## config.mk

```make
export PLATFORM = sky130hd
export DESIGN_NAME = regwrite_trace_buffer
export DESIGN_NICKNAME = d
export VERILOG_FILES = /design/src/rtl/regwrite_trace_buffer.sv
export SDC_FILE = /design/constraint.sdc
export NUM_CORES = 1
export LEC_CHECK = 0
export ABC_CLOCK_PERIOD_IN_PS = 3300
export BUFFER_PORTS_ARGS = -buffer_cell sky130_fd_sc_hd__buf_2
export CORE_MARGIN = 2
export CORE_UTILIZATION = 57
export DETAILED_ROUTE_END_ITERATION = 8
export GPL_TIMING_DRIVEN = 0
export PLACE_DENSITY = 0.82
export SYNTH_ARGS = -nofsm -noshare
export SYNTH_HDL_FRONTEND = slang
export SYNTH_SLANG_ARGS = --single-unit
```

## constraint.sdc

```tcl
create_clock -name clock -period 3.3 [get_ports clock]
set_clock_uncertainty 0.05 [all_clocks]
set_input_delay 0.495 -clock clock [delete_from_list [all_inputs] [get_ports clock]]
set_output_delay 0.495 -clock clock [all_outputs]
set_load 0.01 [all_outputs]
```

## src/rtl/regwrite_trace_buffer.sv

```systemverilog
// Register-write trace buffer: timestamps every nonzero-rd regfile write into a FIFO drained by valid/ready.
// Optional feature macro TRACE_FILTER_EN adds a per-register trace_mask input.
module regwrite_trace_buffer #(
    parameter int DEPTH        = 16,
    parameter int CYCLE_W      = 16,
    parameter int STOP_ON_FULL = 0
) (
    input  logic                   clock,
    input  logic                   reset,
    input  logic                   arm,
    input  logic                   stop,
    input  logic                   ctrl_writeEnable,
    input  logic [4:0]             ctrl_writeReg,
    input  logic [31:0]            data_writeReg,
`ifdef TRACE_FILTER_EN
    input  logic [31:0]            trace_mask,
`endif
    input  logic                   out_ready,
    output logic                   out_valid,
    output logic [CYCLE_W-1:0]     out_cycle,
    output logic [4:0]             out_reg,
    output logic [31:0]            out_data,
    output logic [$clog2(DEPTH):0] count,
    output logic                   overflow,
    output logic [7:0]             drop_count,
    output logic [1:0]             state
);
    localparam int AW = $clog2(DEPTH);
    localparam int CW = AW + 1;

    typedef enum logic [1:0] {
        IDLE    = 2'd0,
        CAPTURE = 2'd1,
        DONE    = 2'd2
    } state_t;

    state_t             cur_state;
    state_t             next_state;
    logic [CYCLE_W-1:0] cycle_cnt;
    logic [CYCLE_W-1:0] mem_cycle [DEPTH];
    logic [4:0]         mem_reg   [DEPTH];
    logic [31:0]        mem_data  [DEPTH];
    logic [AW-1:0]      wr_ptr;
    logic [AW-1:0]      rd_ptr;
    logic               reg_selected;
    logic               capture;
    logic               full;
    logic               do_push;
    logic               do_pop;
    logic               drop;

`ifdef TRACE_FILTER_EN
    assign reg_selected = trace_mask[ctrl_writeReg];
`else
    assign reg_selected = 1'b1;
`endif

    // A full FIFO still accepts a write when the head leaves on the same edge.
    assign capture   = (cur_state == CAPTURE) && ctrl_writeEnable && (ctrl_writeReg != 5'd0) && reg_selected;
    assign out_valid = (count != '0);
    assign full      = (count == CW'(DEPTH));
    assign do_pop    = out_valid && out_ready;
    assign do_push   = capture && (!full || do_pop);
    assign drop      = capture && full && !do_pop;

    assign out_cycle = mem_cycle[rd_ptr];
    assign out_reg   = mem_reg[rd_ptr];
    assign out_data  = mem_data[rd_ptr];
    assign state     = cur_state;

    always_comb begin
        next_state = cur_state;
        case (cur_state)
            IDLE:    if (arm) next_state = CAPTURE;
            CAPTURE: if (stop || (drop && (STOP_ON_FULL != 0))) next_state = DONE;
            DONE:    if (arm) next_state = CAPTURE;
            default: next_state = IDLE;
        endcase
    end

    // Storage is cleared on reset so the head outputs read as zero afterwards.
    always_ff @(posedge clock) begin
        if (reset) begin
            cur_state  <= IDLE;
            cycle_cnt  <= '0;
            wr_ptr     <= '0;
            rd_ptr     <= '0;
            count      <= '0;
            overflow   <= 1'b0;
            drop_count <= '0;
            for (int i = 0; i < DEPTH; i++) begin
                mem_cycle[i] <= '0;
                mem_reg[i]   <= '0;
                mem_data[i]  <= '0;
            end
        end else begin
            cur_state <= next_state;
            cycle_cnt <= cycle_cnt + CYCLE_W'(1);
            if (do_push) begin
                mem_cycle[wr_ptr] <= cycle_cnt;
                mem_reg[wr_ptr]   <= ctrl_writeReg;
                mem_data[wr_ptr]  <= data_writeReg;
                wr_ptr            <= wr_ptr + AW'(1);
            end
            if (do_pop) begin
                rd_ptr <= rd_ptr + AW'(1);
            end
            case ({do_push, do_pop})
                2'b10:   count <= count + CW'(1);
                2'b01:   count <= count - CW'(1);
                default: count <= count;
            endcase
            if (drop) begin
                overflow <= 1'b1;
                if (drop_count != 8'hFF) begin
                    drop_count <= drop_count + 8'd1;
                end
            end
        end
    end
endmodule

```

==> results.py <==
metrics = {
    "logic_synthesis": {
        "avgSynthCellArea_sq_um": 16.7,
        "synth_top_cell_area_share": 0.626,
        "synthCells": 2429,
        "synthTopCellsByArea": "edfxtp_1, mux4_2, and2_1, dfxtp_1, buf_6",
        "synthesis.area_sq_um": 40600,
        "yosys.area.top_type": "edfxtp_1",
        "seq_area_frac_synth": 0.648,
        "ys_seq_elements": 892,
        "synthesis.nets": 2483,
        "yosys_warnings": 0,
        "synth_cell_type_count": 49,
    },
    "global_routing": {
        "gr-total-overflow": 0,
        "grt_use_total": 0.291,
        "antenna_found_initial": 7,
        "met1_usage": 0.379,
        "grt_pass1_vias": 24100,
        "grt_pass1_wl_mm": 155,
        "gr-usage-met3": 0.0612,
        "grt_max_degree": 42,
        "grt.met2_usage": 0.477,
        "top_usage_layer": "met2",
    },
    "floorplanning": {
        "initial_core_util": 0.578,
        "core_sq_um": 70300,
        "die_x_um": 271,
        "die_y_um": 271,
        "die_area_sq_um": 73500,
        "row_count": 97,
        "ios": 113,
    },
    "run_status": {
        "outcome": "finished with violations",
        "violations": "negative setup slack",
    },
    "setup_path": {
        "crit_fanout": 7,
        "max_stage_delay_ns": 0.57,
        "worstReg2RegStart": "state[1]",
        "worstPathArrival_ns": 2.77,
        "ff2ff_setup_slack_ns": 0.01,
        "crit_end": "out_data[31]",
        "crit_chain": "clkbuf_16 > buf_16 > mux4_2 > mux4_2 > buf_6",
        "worst_ep_required_time_ns": 2.75,
        "cp_slowest_cell": "mux4_2",
        "rr_worst_depth": 7,
        "start_kind": "flip-flop",
        "timing.rr.end": "mem_data[8][21]",
        "critPathKind": "flip-flop to output port",
        "endpoint_kind": "output port",
        "cpMostUsedCell": "mux4_2",
    },
    "cells_and_area": {
        "multi_input_area_sq_um": 12900,
        "utilization": 0.658,
        "drive_above_1_share": 0.262,
        "largest_register_ffs": 512,
        "nFillCells": 4543,
        "layout.area.seq_sq_um": 26400,
        "syn_to_final_growth_pct": 13.7,
        "mostFrequentLayoutCell": "edfxtp_1",
        "fin_nets": 2707,
        "layout_common_cells": "edfxtp_1, and2_1, mux4_2, buf_2, clkbuf_1",
        "final_cell_area_sq_um": 46200,
    },
    "timing": {
        "rsz0062_at_grt": "yes",
        "fin_ws_ns": -0.0162,
        "period_needed_ns": 3.32,
        "hold_viol_final": 0,
        "report.final.slew_viol_count": 0,
        "max_slew_margin": 0.315,
        "setup-tns-final_ns": -0.0287,
        "max_freq_mhz": 302,
        "setup_viol": 3,
        "fin_crit_sh": 1.00,
        "max_slew.worst_pin.slew_ns": 1.02,
    },
    "drt": {
        "drt-initial-drc-count": 3049,
        "vias_per_cell": 6.25,
        "routedWlPerCell_um": 28.7,
        "firstDrtPassIters": 7,
        "drc": 0,
        "num_vias": 22900,
        "ant_nets": 0,
        "drt-total-wl_mm": 105,
    },
    "clock_network": {
        "clk_path_buf_depth": 3,
        "clk_latency_ns": 0.66,
        "cts_made_buffers": 89,
        "clk_transition_reported_paths_ns": 0.06,
        "cts_root_buf": "clkbuf_16",
        "clock-sinks": 892,
        "cts-hold-fix-buffers": 0,
        "htreeDepth": 3,
        "tritoncts": "built",
    },
    "run": {
        "max_cap_viol_count": 0,
    },
    "min_path": {
        "hold_class": "input port to flip-flop",
    },
    "power_and_ir_drop": {
        "switchingPower_uw": 7570,
        "seqPwrFrac": 0.449,
        "power.internal_uw": 21400,
        "leakagePower_uw": 0.0168,
        "p_comb_frac": 0.212,
        "clkPwrFrac": 0.339,
        "powerDensity_nw_per_um2": 627,
        "sw_frac_of_total": 0.262,
        "ir_drop_uv": 556,
    },
    "placement": {
        "hpwl_mm": 66.3,
        "gp_congestion": 0.824,
        "port_buffers": 110,
        "place_area_sq_um": 42800,
        "post-place-ws_ns": -0.625,
    },
}
==> power groups by stage <==
stage / combinational [uW] / sequential, uW / clock (uW)
floorplan: 3760 / 13200 / 0
global placement: 5380 / 13200 / 0
detailed placement: 5550 / 13200 / 0
CTS: 6020 / 13000 / 9820
global route: 6460 / 13000 / 10300
finish: 6150 / 13000 / 9810
==> repair_timing <==
| action | 4_1_cts | 5_1_grt |
|---|---|---|
| endpoints found under the hold margin | 0 | 0 |
| buffers inserted | 1 | 7 |
| pin swaps | 0 | 4 |
| setup endpoints to repair | 87 | 152 |
| gates resized for setup | 143 | 16 |
| gates cloned | 1 | 2 |
==> kinds of logic (layout without fill, tap and decap cells) <==
logic type                 count (synthesis)  count (layout)  share of synthesized area
buffers and inverters                    228             523                     0.0368
DFF                                      892             892                      0.648
AOI/OAI and AO/OA                         14              14                    0.00283
muxes                                    274             274                      0.150
and+or+nand+nor                          982             982                      0.153
xor gates and xnor gates                  28              28                    0.00603
other                                      0               1                          0
adders and majority gates                 11              11                    0.00357
==> worst max-delay path: cells and delay by family (launching register included) <==
kind	cells	cell delay, ns
mux	2	1.12
buf+inv	3	0.56
flops	1	0.42
==> cell type report <==
type	instances	share of cell area
flip-flops and latches	892	0.570
plain buffers	216	0.0411
clock buffers	113	0.0513
multi-input cells	1309	0.278
inverters	8	0.000650
repair buffers	137	0.0241
well taps	940	0.0255
clock inverters	49	0.00869
diodes	1	0.0000542
==> cell usage after synthesis (all sizes together) <==
cell and count:
or4 1, ha 10, nor4b 1, and4 3, mux4 265, nand3b 1, nand2b 2, o211ai 1
a21oi 5, clkbuf 108, xnor2 18, a22oi 1, edfxtp 848, nand3 12, o211a 1, a211oi 1
dfxtp 44, and2b 1, xor2 10, nand4 4, buf 112, mux2i 7, fa 1, nor2 44
or2b 4, a21boi 1, a21o 2, nand2 12, or3 2, nor3 15, nor2b 2, and3 4
or2 16, and2 836, mux2 2, inv 8, o21ai 2, nor4 22
==> worst min-delay path by stage <==
| stage | from | slack (ns) | endpoint | depth (start not counted) |
|---|---|---|---|---|
| final | arm | 0.04 | state[0] | 3 |
| after global routing | arm | 0.07 | state[0] | 3 |
| after CTS | arm | 0.03 | state[0] | 3 |
| after detailed placement | overflow | 0.43 | overflow | 2 |
| after global placement | wr_ptr[1] | 0.44 | wr_ptr[1] | 2 |
| after floorplan | wr_ptr[1] | 0.43 | wr_ptr[1] | 2 |
==> layer usage <==
metal	share of wire	wire, um
met2	0.49	51900
met4	0.040	4250
met1	0.36	38000
met5	0.00012	13
met3	0.11	11100
==> metrics by stage <==
stage | total power [uW] | cells | hold WS, ns
finish | 29000 | 3665 | 0.0355
global placement | 18600 | 3479 | 0.444
CTS | 28800 | 3655 | 0.0330
detailed placement | 18700 | 3495 | 0.432
floorplan | 16900 | 2429 | 0.427
global route | 29700 | 3665 | 0.0683
(Power assumes the default switching activity.)
